## src/rtl/skew_buf_pkg.sv

```systemverilog
`default_nettype none
// ============================================================================
// Package : skew_buf_pkg
// Shared FSM state type, mode constants and lane-stage helper for skew_buffer.
// Rev     : 1.0
// ============================================================================
package skew_buf_pkg;

  typedef enum logic [1:0] {
    IDLE   = 2'd0,
    STREAM = 2'd1,
    DRAIN  = 2'd2
  } skew_state_t;

  localparam logic SKEW_MODE_SKEW   = 1'b0;
  localparam logic SKEW_MODE_DESKEW = 1'b1;

  // Output stage index of a lane: skew gives lane i+1 stages, de-skew N-i stages.
  function automatic int unsigned lane_stage(input int unsigned lane,
                                             input int unsigned n,
                                             input logic        mode);
    return (mode == SKEW_MODE_DESKEW) ? (n - 1 - lane) : lane;
  endfunction

endpackage
`default_nettype wire

```

## src/rtl/skew_lane.sv

```systemverilog
`default_nettype none
// ============================================================================
// Module : skew_lane
// One lane's {valid, last, data} delay line; output tap chosen by depth_sel.
// Build option: SKEW_BUF_ZERO_FILL_EN zeroes data of stages loaded invalid.
// Rev    : 1.0
// ============================================================================
module skew_lane #(
  parameter  int MAX_DEPTH  = 4,
  parameter  int DATA_WIDTH = 8,
  localparam int SEL_W      = (MAX_DEPTH > 1) ? $clog2(MAX_DEPTH) : 1
) (
  input  logic                  clk,
  input  logic                  reset,
  input  logic                  adv,
  input  logic [SEL_W-1:0]      depth_sel,
  input  logic                  in_valid,
  input  logic [DATA_WIDTH-1:0] in_data,
  input  logic                  in_last,
  output logic                  out_valid,
  output logic [DATA_WIDTH-1:0] out_data,
  output logic                  out_last
);

  logic [MAX_DEPTH-1:0]  r_valid;
  logic [MAX_DEPTH-1:0]  r_last;
  logic [DATA_WIDTH-1:0] r_data [MAX_DEPTH];
  logic [DATA_WIDTH-1:0] w_data_in;

`ifdef SKEW_BUF_ZERO_FILL_EN
  assign w_data_in = in_valid ? in_data : '0;
`else
  assign w_data_in = in_data;
`endif

  // The full chain always shifts; only the selected tap is observed.
  always_ff @(posedge clk) begin
    if (!reset) begin
      r_valid <= '0;
      r_last  <= '0;
      for (int s = 0; s < MAX_DEPTH; s++) begin
        r_data[s] <= '0;
      end
    end else if (adv) begin
      r_valid[0] <= in_valid;
      r_last[0]  <= in_valid & in_last;
      r_data[0]  <= w_data_in;
      for (int s = 1; s < MAX_DEPTH; s++) begin
        r_valid[s] <= r_valid[s-1];
        r_last[s]  <= r_last[s-1];
        r_data[s]  <= r_data[s-1];
      end
    end
  end

  assign out_valid = r_valid[depth_sel];
  assign out_data  = r_data[depth_sel];
  assign out_last  = r_last[depth_sel] & r_valid[depth_sel];

endmodule
`default_nettype wire

```

## src/rtl/skew_buffer.sv

```systemverilog
`default_nettype none
// ============================================================================
// Module : skew_buffer
// N-lane systolic input skew / output de-skew stage with framing and backpressure.
// Build option: SKEW_BUF_ZERO_FILL_EN (see skew_lane).
// Rev    : 1.0
// ============================================================================
module skew_buffer #(
  parameter int N          = 4,
  parameter int DATA_WIDTH = 8,
  parameter int LEN_WIDTH  = 16
) (
  input  logic                    clk,
  input  logic                    reset,
  input  logic                    mode,
  input  logic                    in_valid,
  output logic                    in_ready,
  input  logic [N*DATA_WIDTH-1:0] in_data,
  input  logic                    in_last,
  output logic                    out_valid,
  input  logic                    out_ready,
  output logic [N*DATA_WIDTH-1:0] out_data,
  output logic [N-1:0]            out_lane_valid,
  output logic                    out_last,
  output logic [LEN_WIDTH-1:0]    frame_len,
  output logic                    busy
);
  import skew_buf_pkg::*;

  localparam int SEL_W = (N > 1) ? $clog2(N) : 1;

  skew_state_t           r_state;
  logic                  r_mode_q;
  logic                  r_busy;
  logic [LEN_WIDTH-1:0]  r_count;
  logic [LEN_WIDTH-1:0]  r_frame_len;

  logic                    w_adv;
  logic                    w_accept;
  logic                    w_out_valid;
  logic                    w_out_last;
  logic [N-1:0]            w_lane_valid;
  logic [N-1:0]            w_lane_last;
  logic [N-1:0]            w_last_mask;
  logic [N*DATA_WIDTH-1:0] w_lane_data;

  assign w_out_valid = |w_lane_valid;
  assign w_adv       = out_ready | ~w_out_valid;
  assign in_ready    = (r_state != DRAIN) & w_adv;
  assign w_accept    = in_valid & in_ready;

  // The last flag is observed on the deepest lane of the latched mode.
  assign w_last_mask = (r_mode_q == SKEW_MODE_DESKEW) ? N'(1) : (N'(1) << (N - 1));
  assign w_out_last  = |(w_lane_last & w_last_mask);

  for (genvar gi = 0; gi < N; gi++) begin : g_lane
    localparam int unsigned c_skew_sel   = lane_stage(gi, N, SKEW_MODE_SKEW);
    localparam int unsigned c_deskew_sel = lane_stage(gi, N, SKEW_MODE_DESKEW);

    logic [SEL_W-1:0] w_sel;
    assign w_sel = (r_mode_q == SKEW_MODE_DESKEW) ? SEL_W'(c_deskew_sel) : SEL_W'(c_skew_sel);

    skew_lane #(
      .MAX_DEPTH  (N),
      .DATA_WIDTH (DATA_WIDTH)
    ) u_lane (
      .clk       (clk),
      .reset     (reset),
      .adv       (w_adv),
      .depth_sel (w_sel),
      .in_valid  (w_accept),
      .in_data   (in_data[gi*DATA_WIDTH +: DATA_WIDTH]),
      .in_last   (in_last),
      .out_valid (w_lane_valid[gi]),
      .out_data  (w_lane_data[gi*DATA_WIDTH +: DATA_WIDTH]),
      .out_last  (w_lane_last[gi])
    );
  end

  always_ff @(posedge clk) begin
    if (!reset) begin
      r_state     <= IDLE;
      r_mode_q    <= SKEW_MODE_SKEW;
      r_busy      <= 1'b0;
      r_count     <= '0;
      r_frame_len <= '0;
    end else begin
      case (r_state)
        IDLE: begin
          if (w_accept) begin
            r_mode_q <= mode;
            r_count  <= LEN_WIDTH'(1);
            r_busy   <= 1'b1;
            r_state  <= in_last ? DRAIN : STREAM;
          end
        end
        STREAM: begin
          if (w_accept) begin
            r_count <= r_count + LEN_WIDTH'(1);
            if (in_last) begin
              r_state <= DRAIN;
            end
          end
        end
        DRAIN: begin
          if (w_out_last && out_ready) begin
            r_frame_len <= r_count;
            r_busy      <= 1'b0;
            r_state     <= IDLE;
          end
        end
        default: begin
          r_busy  <= 1'b0;
          r_state <= IDLE;
        end
      endcase
    end
  end

  assign out_valid      = w_out_valid;
  assign out_data       = w_lane_data;
  assign out_lane_valid = w_lane_valid;
  assign out_last       = w_out_last;
  assign frame_len      = r_frame_len;
  assign busy           = r_busy;

endmodule
`default_nettype wire

```

## config.mk

```make
export PLATFORM = sky130hd
export DESIGN_NAME = skew_buffer
export DESIGN_NICKNAME = d
export VERILOG_FILES = /design/src/rtl/skew_buf_pkg.sv /design/src/rtl/skew_lane.sv /design/src/rtl/skew_buffer.sv
export SDC_FILE = /design/constraint.sdc
export NUM_CORES = 1
export LEC_CHECK = 0
export CAP_MARGIN = 10
export CORE_MARGIN = 2
export CORE_UTILIZATION = 50
export CTS_BUF_LIST = sky130_fd_sc_hd__clkbuf_4
export DETAILED_ROUTE_END_ITERATION = 12
export PLACE_DENSITY = 0.78
export SYNTH_ARGS = -nofsm -noshare
export SYNTH_HDL_FRONTEND = slang
export SYNTH_SLANG_ARGS = --single-unit
```

## constraint.sdc

```tcl
create_clock -name clk -period 4.7 [get_ports clk]
set_clock_uncertainty 0.2 [all_clocks]
set_input_delay 0.94 -clock clk [delete_from_list [all_inputs] [get_ports clk]]
set_output_delay 0.94 -clock clk [all_outputs]
set_load 0.01 [all_outputs]
```

### Word level (Yosys, flattened, before mapping)

Memory sizes are Yosys's and may differ from the RTL's.
Index checks and enable logic that the tools add are counted.

| operators by class | value |
|---|---|
| $add $sub $neg | 1 |
| order comparisons | 4 |
| equality and inequality tests | 7 |
| muxes and demuxes | 53 |
| bitwise gates (word level) | 27 |
| reductions and logical operators | 10 |

Operators with widths:

| cell | count |
|---|---|
| 8-bit two-way mux | 16 |
| 16-bit two-way mux | 2 |
| 16-bit case mux with 2 select lines | 1 |
| 2-bit two-way mux | 9 |
| 1-bit bitwise OR | 17 |
| 16-bit by 1-bit adder with 16-bit output, second input constant | 1 |
| 1-bit binary-select mux with 2-bit select | 8 |
| 1-bit two-way mux | 14 |
| 2-bit by 3-bit < comparator with 1-bit output, second input constant | 4 |
| 4-bit OR reduction | 2 |
| 1-bit AND | 7 |
| 2-bit inequality test, second input constant | 3 |
| 2-bit case mux with 3 select lines | 1 |
| 3-bit AND reduction | 2 |
| 4-bit AND | 1 |
| 4-bit two-way mux | 1 |
| 2-bit by 1-bit inequality test with 1-bit output, second input constant | 2 |
| 2-bit AND reduction | 2 |
| 4-bit AND reduction | 1 |
| 1-bit case mux with 3 select lines | 1 |
| 2-bit by 1-bit equality test with 1-bit output, second input constant | 1 |
| 2-bit equality test, second input constant | 1 |
| 2-bit zero test | 1 |
| 1-bit inverter | 2 |
| 2 further kinds | 2 |

| word-level totals | value |
|---|---|
| flip-flop bits (word level) | 68 |
| RAM bits | 128 |
| input bits | 38 |
| memories kept | 4 |

Memory list:

| memory | words | width | rd ports | clocked after memory_dff | write ports | line | text |
|---|---|---|---|---|---|---|---|
| g_lane[0].u_lane.r_data | 4 | 8 | 4 | 0 | 4 | skew_lane.sv:27 | `logic [DATA_WIDTH-1:0] r_data [MAX_DEPTH];` |
| g_lane[1].u_lane.r_data | 4 | 8 | 4 | 0 | 4 | skew_lane.sv:27 |  |
| g_lane[2].u_lane.r_data | 4 | 8 | 4 | 0 | 4 | skew_lane.sv:27 |  |
| g_lane[3].u_lane.r_data | 4 | 8 | 4 | 0 | 4 | skew_lane.sv:27 |  |

### Logic depth before layout (Yosys ltp)

Gate-level depths: netlist of the first run.

| depth | value |
|---|---|
| depth in word-level cells | 10 |
| depth in mapped cells | 6 |

### Hierarchy

Synthesis of the first run repeated with hierarchy kept, for this count alone.

| unflattened totals | value |
|---|---|
| cell total of the unflattened synthesis | 621 |
| area total of the unflattened synthesis | 8700.8 um^2 |

By module, submodules not included:

| module | instances | cells each | area an instance (um^2) | sequential area each (um^2) |
|---|---|---|---|---|
| skew_lane | 4 | 112 | 1776.7 | 1121.1 |
| skew_buffer | 1 | 173 | 1594.0 | 720.7 |

### Least setup slack after synthesis of the first run

OpenSTA, ideal clock, no wires.

| timing path | value |
|---|---|
| kind | input -> register |
| start | input reset |
| end | memory g_lane[0].u_lane.r_data[0][0] (enable) |
| library setup time | 1.005 ns |
| arrival | 3.276 ns |
| setup slack | 0.219 ns |
| cell stages on the path | 3 |
| buffers on the path | 2 |
| path through | clkbuf_1 -> clkbuf_1 -> nand2_1 |

RTL lines:

| item | line | text |
|---|---|---|
| start: declaration | skew_buffer.sv:14 | `input logic reset,` |
| end: declaration | skew_lane.sv:27 |  |

### Worst setup path in the final report of the first run

| timing path | value |
|---|---|
| start | input out_ready |
| end | output in_ready |

| between the ends | value |
|---|---|
| cells in the longest elaborated chain, start to end | 2 |

Ends and longest elaborated chain:

| item | line | text |
|---|---|---|
| start: declaration | skew_buffer.sv:21 | `input logic out_ready,` |
| 1-bit bitwise OR | skew_buffer.sv:48 | `assign w_adv = out_ready \| ~w_out_valid;` |
| 1-bit AND | skew_buffer.sv:49 | `assign in_ready = (r_state != DRAIN) & w_adv;` |
| end: declaration | skew_buffer.sv:17 | `output logic in_ready,` |

No other way between the ends.

==> parameters.txt, run 1 <==
Parameter                              Value

Status
  Run status    finished, final reports clean

Route
  Average wire per standard cell    15.3 microns
  Vias    4167
  DR vias/cell    5.40
  DRC violation total after the first TritonRoute iteration    around 370
  Count of TritonRoute iterations in the first routing pass    4
  DR DRC count    0
  Total wire length    between 10 and 15 mm
  Residual antenna-violating net count after detailed routing    0

Place
  Count of port buffers added during placement    93
  Cell Count Post-Placement    between 700 and 800
  Final estimated routing congestion in global placement    between 0.8 and 0.9
  Post-place instance area    about 7500 sq um
  Post-detail-place hpwl    7.31 mm

Global route
  Total overflow reported by the global router    0
  Grt met2 use    0.267
  Routing usage on met1    0.244
  Most crowded layer after global routing    met2
  Initial antenna violation count    1
  Global-route wire length before repair    19.7 mm
  Vias in the first global route    3993
  Pin count of the biggest net entering global routing    116
  GR Layer Usage met3    0.0478
  Total track usage    0.178

Clock tree
  Post-CTS repair timing setup buffer count    0
  Hold-fix buffers at CTS    0
  Root buffer cell    sky130_fd_sc_hd__clkbuf_4
  Post-CTS clock slew at the launch and capture registers of the worst setup and hold paths    roughly 0.12 ns
  CTS Buf Count    17
  H-tree levels    4
  TritonCTS sink count    approximately 160
  Clk Latency, worst-skew pair    about 0.54 ns
  Number of gates given a new drive strength after cts    0
  TritonCTS clock tree    built
  Clk buf depth    2

Logic synthesis
  Sequential fraction of the synthesis area    0.651
  Synthesized netlist cell count    slightly above 500
  Dominant synthesized flop cell    sky130_fd_sc_hd__edfxtp_1
  EDFF count, synth    112
  Number of distinct library cells after synthesis    40
  Post-synth design cell area    6520 sq um
  Async set or reset register ratio after synthesis    0
  Yosys top cell by area    sky130_fd_sc_hd__edfxtp_1
  Yosys top cell area share    0.516
  Total of flip-flops plus latches after synthesis    156
  Biggest area contributors in the synthesized netlist    sky130_fd_sc_hd__edfxtp_1 52%, sky130_fd_sc_hd__dfxtp_1 14%, sky130_fd_sc_hd__and3_1 11%
  Yosys warning count    0
  Synth Net Count    553
  Avg Cell Area, Syn    12.7 sq um

STA
  Post-layout min period    around 3.7 ns
  RSZ-0062 raised after global routing    false
  Final setup fails    0
  Setup TNS    0 ns
  Post-route fraction of the period consumed by the critical path    0.787
  Actual slew at the worst max-slew pin    approximately 1 ns
  Slew margin rel.    0.329
  Highest attainable clock frequency    0.270 GHz
  Count of endpoints failing hold in the final timing report    0
  Number of slew-limit violations in the final report    0

Finish
  Area overhead of the layout relative to synthesis    19.2%
  Non-filler instance count after layout    between 700 and 800
  Final cell area excluding filler cells    7780 sq um
  Area used by multi-input combinational logic    about 2100 sq um
  # fillers    just over 1000
  Combined flip-flop and latch cell area    4250 sq um
  Fraction of layout instances using a drive strength above 1    0.130
  # nets final    between 600 and 700
  Final core utilization    0.614

Floorplanning
  Die ar.    roughly 14000 sq um
  Core footprint    12700 sq um
  DIE WIDTH    118 microns
  Chip height    118 microns
  Starting Density    0.515
  Count of standard-cell rows    41
  I/O pin total    94

Pwr
  Leakage power figure    about 3.2 nW
  Worst voltage drop across the vdd grid    178 uV
  Power per standard cell area    around 350 nW/um^2

Worst setup path
  Critical Setup Path Class    in2out
  Required time at the worst-slack endpoint    3.56 ns
  Critical Path AT    2.56 ns
  Element type at the critical path end    primary output
  Startpoint Class    primary input
  Maximum fanout encountered on the critical timing path    14

Run
  Max cap viols    0

Hold path
  Worst min-delay path class    reg2reg
==> cell type report <==
cell class                 count  area share
timing repair buffer          99       0.125
clock buffer                  18      0.0174
inverter                       5     0.00241
clock inverter                13      0.0163
multi-input combinational    307       0.265
tap                          172      0.0277
antenna                        1    0.000322
sequential                   156       0.546
==> cells in the final DEF, fill, tap and decap left out, types with 9 or more instances in the layout <==
master	Yosys	routed
sky130_fd_sc_hd__o21ai_0	13	13
sky130_fd_sc_hd__clkdlybuf4s50_1	0	92
sky130_fd_sc_hd__mux2_2	36	36
sky130_fd_sc_hd__clkbuf_4	0	18
sky130_fd_sc_hd__dfxtp_1	44	43
sky130_fd_sc_hd__edfxtp_1	112	112
sky130_fd_sc_hd__or3_1	9	9
sky130_fd_sc_hd__a21oi_1	13	13
sky130_fd_sc_hd__and3_1	114	114
sky130_fd_sc_hd__nand2_1	47	46
sky130_fd_sc_hd__a21boi_0	16	16
==> where the power goes <==
part | leakage [nW] | internal [W] | total, W | switching [W]
combinational | 1.42 | 0.000166 | 0.000302 | 0.000136
sequential | 1.66 | 0.00159 | 0.00163 | 0.0000470
clock | 0.133 | 0.000312 | 0.000759 | 0.000448
total | 3.22 | 0.00206 | 0.00269 | 0.000631
==> per-layer routing <==
layer,share of wire,vias to the layer above
li1,-,2037
met2,0.49,98
met4,0.014,0
met3,0.041,15
met1,0.46,2017
met5,0,-
==> logic make-up (layout without fill, tap and decap cells) <==
logic type / Yosys count / in the layout / synth area share
multiplexers: 39 / 39 / 0.0668
AND/OR/NAND/NOR: 206 / 206 / 0.181
other: 0 / 1 / 0
flip-flops: 156 / 156 / 0.651
adder cells (fa/ha/maj): 1 / 1 / 0.00192
XOR/XNOR: 4 / 4 / 0.00537
buffers and inverters: 51 / 135 / 0.0345
AO/OA/AOI/OAI: 57 / 57 / 0.0593
==> registers in the layout (all words and copies together) (netlist names) <==
name,cells
g_lane.u_lane.r_last,4
busy,1
r_mode_q,1
frame_len,16
g_lane.u_lane.r_valid,4
r_state,2
r_count,16
g_lane.u_lane.r_data,112
==> worst max-delay path: stages <==
cell	delay (ns)
sky130_fd_sc_hd__clkdlybuf4s50_1	0.40
sky130_fd_sc_hd__buf_4	0.20
sky130_fd_sc_hd__nor2_1	0.39
sky130_fd_sc_hd__nor2_1	0.11
sky130_fd_sc_hd__clkdlybuf4s50_1	0.51
==> final timing paths <==
path / slack [ns] / from / endpoint / depth (start not counted)
min reg2reg: 0.26 / g_lane[3].u_lane.r_last[0] / g_lane[3].u_lane.r_last[1] / 2
max reg2reg: 1.81 / g_lane[3].u_lane.r_valid[0] / g_lane[1].u_lane.r_data[0][5] / 4
max: 1.00 / out_ready / in_ready / 5
min: 0.26 / g_lane[3].u_lane.r_last[0] / g_lane[3].u_lane.r_last[1] / 2
==> cell usage after synthesis, types with 2 or more instances <==
library cell,number
sky130_fd_sc_hd__and4_1,2
sky130_fd_sc_hd__nor2b_1,8
sky130_fd_sc_hd__a21boi_0,16
sky130_fd_sc_hd__a21oi_1,13
sky130_fd_sc_hd__o21ai_1,2
sky130_fd_sc_hd__inv_1,5
sky130_fd_sc_hd__a21boi_1,5
sky130_fd_sc_hd__nand3_1,8
sky130_fd_sc_hd__buf_2,9
sky130_fd_sc_hd__and3_1,114
sky130_fd_sc_hd__clkbuf_1,31
sky130_fd_sc_hd__o21ai_0,13
sky130_fd_sc_hd__nor2_1,6
sky130_fd_sc_hd__dfxtp_1,44
sky130_fd_sc_hd__o211ai_1,2
sky130_fd_sc_hd__nand2_1,47
sky130_fd_sc_hd__buf_4,6
sky130_fd_sc_hd__nand4_1,3
sky130_fd_sc_hd__mux2i_1,3
sky130_fd_sc_hd__xnor2_1,2
sky130_fd_sc_hd__or3_1,9
sky130_fd_sc_hd__edfxtp_1,112
sky130_fd_sc_hd__mux2_2,36
sky130_fd_sc_hd__xor2_1,2
==> per-stage QoR <==
stage	setup slack [ns]	power (W)	hold slack [ns]
CTS	0.961	0.00273	0.267
global route	0.821	0.00282	0.287
floorplan	0.219	0.00183	0.231
detailed placement	0.993	0.00197	0.249
finish	1.00	0.00269	0.261
global placement	1.00	0.00196	0.242
No activity file was read; power rests on OpenSTA's default activity.
==> inputs of run 2 (changes only) <==
Settings changed: PLACE_DENSITY 0.78 to 0.75.
Clock period 4.7 ns to 3.6 ns, I/O delays scaled along.
==> run 2 against run 1 <==
Compared with the run above:
- worst hold slack worse by 0.0027 ns
- critical path depth down 2
- design area up 1.5%
- non-clock buffer count up 6
- sequential share of layout area down 0.80 points
- via count up 1.2%
==> parameters.txt, run 2 (same netlist as run 1, synthesis figures left out) <==
Parameter                              Value

Status
  Run status    finished, final reports clean (unchanged)

STA
  Post-layout min period    3.17 ns
  Number of slew-limit violations in the final report    0 (unchanged)
  Setup TNS    0 ns (unchanged)
  Actual slew at the worst max-slew pin    0.642 ns (was 1.00 ns)
  Highest attainable clock frequency    around 0.32 GHz
  Final setup fails    0 (unchanged)
  Slew margin rel.    0.572 (was 0.329)
  RSZ-0062 raised after global routing    false (unchanged)
  Post-route fraction of the period consumed by the critical path    0.882
  Worst Setup Slack, final    0.426 ns (was 1.00 ns)
  Count of endpoints failing hold in the final timing report    0 (unchanged)

Floorplanning
  Core footprint    12700 sq um (unchanged)
  DIE WIDTH    118 microns (unchanged)
  Die ar.    14000 sq um (unchanged)
  Chip height    118 microns (unchanged)
  Count of standard-cell rows    41 (unchanged)
  Starting Density    0.515 (unchanged)
  I/O pin total    94 (unchanged)

Global route
  Total overflow reported by the global router    0 (unchanged)
  Total track usage    0.182 (was 0.178)
  Global-route wire length before repair    20.4 mm (was 19.7 mm)
  Vias in the first global route    4135 (was 3993)
  Pin count of the biggest net entering global routing    120 (was 116)
  Initial antenna violation count    1 (unchanged)

Route
  DRC violation total after the first TritonRoute iteration    354 (was 365)
  DR vias/cell    5.43 (was 5.40)
  Total wire length    12.2 mm (was 11.8 mm)
  Average wire per standard cell    15.7 microns (was 15.3 microns)
  DR DRC count    0 (unchanged)
  Count of TritonRoute iterations in the first routing pass    5 (was 4)
  Residual antenna-violating net count after detailed routing    0 (unchanged)
  Vias    4218 (was 4167)

Finish
  Non-filler instance count after layout    777 (was 771)
  Flip-flop count of the largest register after layout    112 (unchanged)
  Area overhead of the layout relative to synthesis    21.0% (was 19.2%)
  Most common cell after layout, fill and taps aside    sky130_fd_sc_hd__and3_1 (unchanged)
  Top reg by flops    g_lane.u_lane.r_data (unchanged)
  Top library cells by usage in the layout, fill and taps aside    114 x sky130_fd_sc_hd__and3_1, 112 x sky130_fd_sc_hd__edfxtp_1, 92 x sky130_fd_sc_hd__clkdlybuf4s50_1 (unchanged)
  # fillers    1015 (was 1020)
  # nets final    631 (was 625)
  Fraction of layout instances using a drive strength above 1    0.141 (was 0.130)

Clock tree
  TritonCTS clock tree    built (unchanged)
  Clk buf depth    2 (unchanged)
  Root buffer cell    sky130_fd_sc_hd__clkbuf_4 (unchanged)
  Hold-fix buffers at CTS    0 (unchanged)
  Number of gates given a new drive strength after cts    0 (unchanged)
  Clk Latency, worst-skew pair    0.55 ns (was 0.54 ns)
  H-tree levels    4 (unchanged)
  Post-CTS repair timing setup buffer count    0 (unchanged)
  Post-CTS clock slew at the launch and capture registers of the worst setup and hold paths    0.12 ns (about the same)
  CTS Buf Count    17 (unchanged)
  TritonCTS sink count    156 (unchanged)

Worst setup path
  Cell with the largest stage delay on the worst path    sky130_fd_sc_hd__clkdlybuf4s50_1 (unchanged)
  Critical Setup Path Class    reg2out (was in2out)
  Stage delay of the slowest cell on the critical path    0.49 ns (was 0.51 ns)
  Critical Path AT    2.25 ns (was 2.56 ns)
  Maximum fanout encountered on the critical timing path    36 (was 14)
  Startpoint Class    flop (was primary input)
  Element type at the critical path end    primary output (unchanged)
  Chain of cells forming the critical path    buf_4, mux2_2, clkdlybuf4s50_1 (was clkdlybuf4s50_1, buf_4, nor2_1, nor2_1, clkdlybuf4s50_1)
  Required time at the worst-slack endpoint    2.68 ns (was 3.56 ns)

Place
  Cell Count Post-Placement    745 (was 739)
  Setup slack after placement    0.760 ns (was 0.993 ns)
  Post-detail-place hpwl    7.53 mm (was 7.31 mm)
  Final estimated routing congestion in global placement    0.742 (was 0.850)
  Count of port buffers added during placement    93 (unchanged)

Pwr
  Power per standard cell area    467 nW/um^2 (was 347 nW/um^2)
  Leakage power figure    3.29 nW (was 3.22 nW)
  Worst voltage drop across the vdd grid    186 uV (was 178 uV)

Hold path
  Worst min-delay path class    reg2reg (unchanged)

Run
  Max cap viols    0 (unchanged)
run 2: metrics by stage:
| stage | power (W) | hold slack, ns | util | instance area, sq um |
|---|---|---|---|---|
| 6_report | 0.00368 | 0.258 | 0.623 | 7890 |
| 4_1_cts | 0.00372 | 0.262 | 0.623 | 7890 |
| 5_1_grt | 0.00384 | 0.295 | 0.623 | 7890 |
| 3_5_place_dp | 0.00258 | 0.244 | 0.598 | 7580 |
| 3_3_place_gp | 0.00257 | 0.238 | 0.598 | 7580 |
| 2_1_floorplan | 0.00238 | 0.231 | - | 6520 |
run 2: final timing paths:
kind	slack [ns]	from	to	cells after the start
max	0.43	r_mode_q	out_data[31]	3
min	0.26	g_lane[3].u_lane.r_last[1]	g_lane[3].u_lane.r_last[1]	2
max reg2reg	1.27	g_lane[3].u_lane.r_valid[0]	g_lane[2].u_lane.r_data[2][7]	6
min reg2reg	0.26	g_lane[3].u_lane.r_last[1]	g_lane[3].u_lane.r_last[1]	2
run 2: area by class of cell:
type | instances | area (sq um) | area share
sequential | 156 | 4250 | 0.538
multi-input combinational | 307 | 2060 | 0.261
timing repair buffer | 105 | 1040 | 0.132
tap | 172 | 215 | 0.0273
clock inverter | 13 | 173 | 0.0219
clock buffer | 18 | 135 | 0.0171
inverter | 5 | 18.8 | 0.00238
antenna | 1 | 2.50 | 0.000317
run 2: layer usage:
| layer | track usage | vias to the layer above | wire, microns |
|---|---|---|---|
| met4 | 0.0708 | 0 | 163 |
| met3 | 0.0463 | 15 | 485 |
| li1 | - | 2050 | - |
| met1 | 0.249 | 2075 | 5400 |
| met5 | 0 | - | 0 |
| met2 | 0.281 | 78 | 6180 |
run 2: critical path: cells and delay by family (launching register included):
kind	cells	cell delay (ns)
muxes	1	0.41
buffers and inverters	2	0.94
DFF	1	0.34
run 2: power by group:
part / internal [W] / switching [W] / total (W)
clock network: 0.000550 / 0.000592 / 0.00114
registers: 0.00207 / 0.0000472 / 0.00212
logic: 0.000227 / 0.000196 / 0.000422
==> inputs of run 3 (changes only) <==
Settings changed: CAP_MARGIN 10 to 20.
==> results of run 3 <==
Same layout as run 2: the final DEF is identical, and so are final timing and power.
